$ cat src/rtl/id_hazard_fwd.sv
// id_hazard_fwd: ID/EX operand bypass, latency scoreboard stall, and ID/EX pipeline register
module id_hazard_fwd #(
  parameter int DATA_W  = 32,
  parameter int ADDR_W  = 5,
  parameter int NUM_RD  = 2,
  parameter int MAX_LAT = 4,
  parameter int AOP_W   = 8,
  parameter int ASEL_W  = 3
) (
  input  logic                       clk,
  input  logic                       rst,
  input  logic                       id_valid_i,
  input  logic                       flush_i,
  input  logic [NUM_RD-1:0]          rd_en_i,
  input  logic [NUM_RD*ADDR_W-1:0]   rd_addr_i,
  input  logic [NUM_RD*DATA_W-1:0]   rf_data_i,
  input  logic [DATA_W-1:0]          imm_i,
  input  logic                       wreg_i,
  input  logic [ADDR_W-1:0]          wd_i,
  input  logic [$clog2(MAX_LAT):0]   lat_i,
  input  logic [AOP_W-1:0]           aluop_i,
  input  logic [ASEL_W-1:0]          alusel_i,
  input  logic                       ex_wreg_i,
  input  logic [ADDR_W-1:0]          ex_wd_i,
  input  logic [DATA_W-1:0]          ex_wdata_i,
  input  logic                       mem_wreg_i,
  input  logic [ADDR_W-1:0]          mem_wd_i,
  input  logic [DATA_W-1:0]          mem_wdata_i,
  output logic                       stall_o,
  output logic                       ex_valid_o,
  output logic [NUM_RD*DATA_W-1:0]   ex_op_o,
  output logic                       ex_wreg_o,
  output logic [ADDR_W-1:0]          ex_wd_o,
  output logic [AOP_W-1:0]           ex_aluop_o,
  output logic [ASEL_W-1:0]          ex_alusel_o
);
  localparam int CNT_W = $clog2(MAX_LAT);
  localparam int NREG = 1 << ADDR_W;
  localparam logic [CNT_W:0] LMAX = (CNT_W+1)'(MAX_LAT);
  logic [CNT_W-1:0] cnt [NREG];
  logic [CNT_W:0] lat_sat;
  logic [CNT_W-1:0] lat_m1;
  logic [NUM_RD-1:0] raw;
  logic [NUM_RD*DATA_W-1:0] op;
  logic wd_nz, waw, issue, bubble;
  assign lat_sat = (lat_i == '0) ? (CNT_W+1)'(1) : (lat_i > LMAX) ? LMAX : lat_i;
  assign lat_m1 = CNT_W'(lat_sat - 1'b1);
  assign wd_nz = wd_i != '0;
  assign waw = id_valid_i & wreg_i & wd_nz & (cnt[wd_i] > lat_m1);
  assign stall_o = ~rst & id_valid_i & ~flush_i & (|raw | waw);
  assign issue = id_valid_i & ~stall_o & ~flush_i & wreg_i & wd_nz;
  assign bubble = rst | flush_i | stall_o | ~id_valid_i;
  for (genvar p = 0; p < NUM_RD; p++) begin : g_port
    logic [ADDR_W-1:0] a;
    logic en;
    assign a = rd_addr_i[p*ADDR_W +: ADDR_W];
    assign en = rd_en_i[p];
    assign raw[p] = en & (a != '0) & (cnt[a] != '0);
    assign op[p*DATA_W +: DATA_W] = !en ? imm_i :
                                    (a == '0) ? '0 :
                                    (ex_wreg_i && ex_wd_i == a) ? ex_wdata_i :
                                    (mem_wreg_i && mem_wd_i == a) ? mem_wdata_i :
                                    rf_data_i[p*DATA_W +: DATA_W];
  end
  // issue reloads an entry in the same cycle every other live entry counts down
  always_ff @(posedge clk)
    for (int r = 0; r < NREG; r++)
      cnt[r] <= (rst || r == 0) ? '0 :
                (issue && wd_i == ADDR_W'(r)) ? lat_m1 :
                (cnt[r] != '0) ? cnt[r] - 1'b1 : '0;
  always_ff @(posedge clk) begin
    ex_valid_o  <= ~bubble;
    ex_wreg_o   <= bubble ? 1'b0 : wreg_i;
    ex_wd_o     <= bubble ? '0 : wd_i;
    ex_op_o     <= bubble ? '0 : op;
    ex_aluop_o  <= bubble ? '0 : aluop_i;
    ex_alusel_o <= bubble ? '0 : alusel_i;
  end
endmodule

$ cat config.mk
export PLATFORM = sky130hd
export DESIGN_NAME = id_hazard_fwd
export DESIGN_NICKNAME = d
export VERILOG_FILES = /design/src/rtl/id_hazard_fwd.sv
export SDC_FILE = /design/constraint.sdc
export NUM_CORES = 1
export LEC_CHECK = 0
export BUFFER_PORTS_ARGS = -buffer_cell sky130_fd_sc_hd__buf_4
export CAP_MARGIN = 20
export CORE_AREA = 2 2 128 130
export CTS_BUF_LIST = sky130_fd_sc_hd__clkbuf_4 sky130_fd_sc_hd__clkbuf_8
export DETAILED_ROUTE_END_ITERATION = 12
export DIE_AREA = 0 0 130 132
export GPL_ROUTABILITY_DRIVEN = 0
export PLACE_DENSITY = 0.91
export SYNTH_ARGS = -nofsm -noshare
export SYNTH_HDL_FRONTEND = slang
export SYNTH_SLANG_ARGS = --single-unit
$ cat constraint.sdc
create_clock -name clk -period 5.8 [get_ports clk]
set_input_delay 0.58 -clock clk [delete_from_list [all_inputs] [get_ports clk]]
set_output_delay 0.58 -clock clk [all_outputs]
set_load 0.01 [all_outputs]
==> results.json <==
{
  "outcome": "finished clean",
  "cts.repair.resized": 0,
  "cts_buffers": 17,
  "drcViolationCount": 0,
  "synth_area_per_cell_um2": 8.47,
  "cts_buffer_depth": 2,
  "grt_pass1_wl_mm": 45.9,
  "wl_per_cell_um": 20.4,
  "clock-sinks": 144,
  "drt.antenna.violating_nets": 0,
  "nNetsFinal": 1451,
  "slew_headroom_pct": 27.6,
  "fmax_mhz": 223,
  "crit_buf_inv": 3,
  "rows": 46,
  "die_h_um": 132,
  "critPathMaxFanout": 22,
  "synth_seq_cells": 144,
  "worstPathRequired_ns": 5.22,
  "vias_per_cell": 6.07,
  "path_class": "input port to primary output",
  "cts-root-buf": "clkbuf_8",
  "cpMaxStageDelayCell": "o31ai_4",
  "post_cts_buffers": 0,
  "layout_setup_ws_ns": 1.31,
  "end_kind": "primary output",
  "dpl.cell_count": 1437,
  "vias": 8928,
  "hold_path_class": "input port to flip-flop",
  "drive_gt1_share_pct": 29.8,
  "drtIter0Drc": 846,
  "finalMaxSlewViolations": 0,
  "layoutNonFillerInstCount": 1470,
  "startpoint": "wd_i[0]",
  "crit_end": "stall_o",
  "cp_num_cells": 11,
  "drv_cap": 0,
  "cts_tree": "done",
  "yosys_most_used_dff": "dfxtp_1",
  "synth_nets": 1215,
  "fin_crit_sh_pct": 77.4,
  "fin_util_pct": 70.8,
  "netlist_instances": 1005,
  "pre_cts_ws_ns": 1.28,
  "drt_first_pass_iters": 7,
  "finalSetupTns_ns": 0,
  "fin_area_um2": 11100,
  "ys.warnings.count": 0,
  "core_area_um2": 15700,
  "max_stage_delay_ns": 0.67,
  "htreeDepth": 4,
  "track_usage_pct": 34.3,
  "dieArea_um2": 17200,
  "r2r_cells": 11,
  "antenna_found_initial": 0,
  "yosysUniqueCellTypes": 63,
  "power_density_nw_per_um2": 208,
  "syn_area_um2": 8520,
  "regToRegSetupSlack_ns": 1.89,
  "hpwl_mm": 21.5,
  "rr_startpoint": "cnt[28][1]",
  "finalClockSkew_ns": 0.0110,
  "start_util_pct": 54.2,
  "period_minus_slack_ns": 4.49,
  "synth-edff-count": 0,
  "area_growth_pct": 30.6,
  "ios": 291,
  "fin_hold_ws_ns": 0.326,
  "power_mw": 2.31,
  "io_buffers": 290,
  "final-hold-violation-count": 0,
  "routed_wl_mm": 30.0,
  "postCtsHoldBufs": 0,
  "grt_max_degree": 83,
  "clock_latency_ns": 0.45,
  "grt_pass1_vias": 8633,
  "ir_drop_mv": 0.157,
  "gr-total-overflow": 0,
  "async_reset_ff_share_pct": 0,
  "rsz0062_at_grt": "no",
  "critPathTopFamily": "multiplexers",
  "dpl-instance-area_um2": 10700,
  "die_w_um": 130,
  "n_antenna_cell": 0,
  "clkTransAtPathRegs_ns": 0.08,
  "path_cells": "buf_4 > mux4_2 > mux4_2 > mux2_2 > ha_1 > nor2b_1 > o2111ai_1 > o22ai_2 > o31ai_4 > inv_1 > buf_4",
  "power_leakage_nw": 5.15,
  "final-setup-viol-count": 0,
  "worst_slew_pin_slew_ns": 1.09,
  "crit_arrival_ns": 3.91,
  "ys_seq_area_share_pct": 33.8,
  "r2r-end": "cnt[9][1]",
  "cp-start-kind": "input port"
}
registers in the layout (all words and copies together) (netlist names):
register	flops
ex_op_o	64
cnt	62
ex_aluop_o	8
ex_wd_o	5
ex_alusel_o	3
ex_valid_o	1
ex_wreg_o	1
cells in the mapped netlist (34+ instances only):
| cell | instances | area share [%] |
|---|---|---|
| dfxtp_1 | 144 | 34 |
| inv_1 | 37 | 1.6 |
| mux2i_1 | 128 | 15 |
| clkbuf_1 | 52 | 2.3 |
| nor3_1 | 36 | 2.1 |
| o21ai_0 | 68 | 4.0 |
| and2_1 | 81 | 5.9 |
| o22ai_1 | 64 | 4.7 |
| nand2_1 | 113 | 5.0 |
| nand3b_1 | 34 | 3.0 |
| nor2_1 | 58 | 2.6 |
cell usage in the layout (no fill, tap or decap), types with 5 or more instances in the layout:
master / n
mux4_2: 17
nand2b_1: 6
a21oi_1: 17
o21ai_0: 68
inv_1: 37
nor2_1: 58
nor3b_1: 7
and2_1: 81
buf_4: 296
nand3_2: 6
xor2_1: 16
nand3b_1: 34
nor4_1: 6
clkbuf_8: 17
a211oi_1: 11
dfxtp_1: 144
nor3_1: 36
nand3_1: 13
o22ai_1: 64
clkinvlp_4: 5
nand2_1: 113
mux2i_1: 128
where the power goes:
group | total [mW] | switching, mW | internal (mW)
clock | 0.885 | 0.406 | 0.479
sequential | 1.01 | 0.00490 | 1.00
combinational | 0.421 | 0.219 | 0.202
total | 2.31 | 0.630 | 1.68
worst min-delay path by stage:
stage	start	endpoint	depth (start not counted)
after detailed placement	cnt[27][1]	cnt[27][0]	2
final	aluop_i[5]	ex_aluop_o[5]	2
after global routing	aluop_i[1]	ex_aluop_o[1]	2
after global placement	cnt[15][1]	cnt[15][0]	2
after floorplan	cnt[14][1]	cnt[14][0]	2
after CTS	alusel_i[0]	ex_alusel_o[0]	2
logic make-up (layout without fill, tap and decap cells):
| logic type | count (synthesis) | in the layout | synth area share (%) |
|---|---|---|---|
| and+or+nand+nor | 389 | 389 | 24.4 |
| AOI/OAI and AO/OA | 183 | 183 | 13.5 |
| muxes | 149 | 149 | 20.1 |
| DFF | 144 | 144 | 33.8 |
| buffers and inverters | 118 | 367 | 5.86 |
| xor gates and xnor gates | 20 | 20 | 2.06 |
| adders and majority gates | 2 | 2 | 0.294 |
area by class of cell:
type,count,area (um2)
Timing Repair Buffer,297,2240
Multi-Input combinational cell,743,5150
Inverter,38,143
Fill cell,1226,4590
Clock inverter,13,185
Sequential cell,144,2880
Tap cell,216,270
Clock buffer,19,249
layer usage:
layer  up-vias  GRT usage (%)  part of all wire, %
li1       4030              -                    -
met1      4092           41.6                   37
met2       657           53.9                   46
met3       149           10.3                   12
met4         0           18.9                  5.3
met5         -              0                    0
Note: power is estimated with default switching activity, not from simulation.
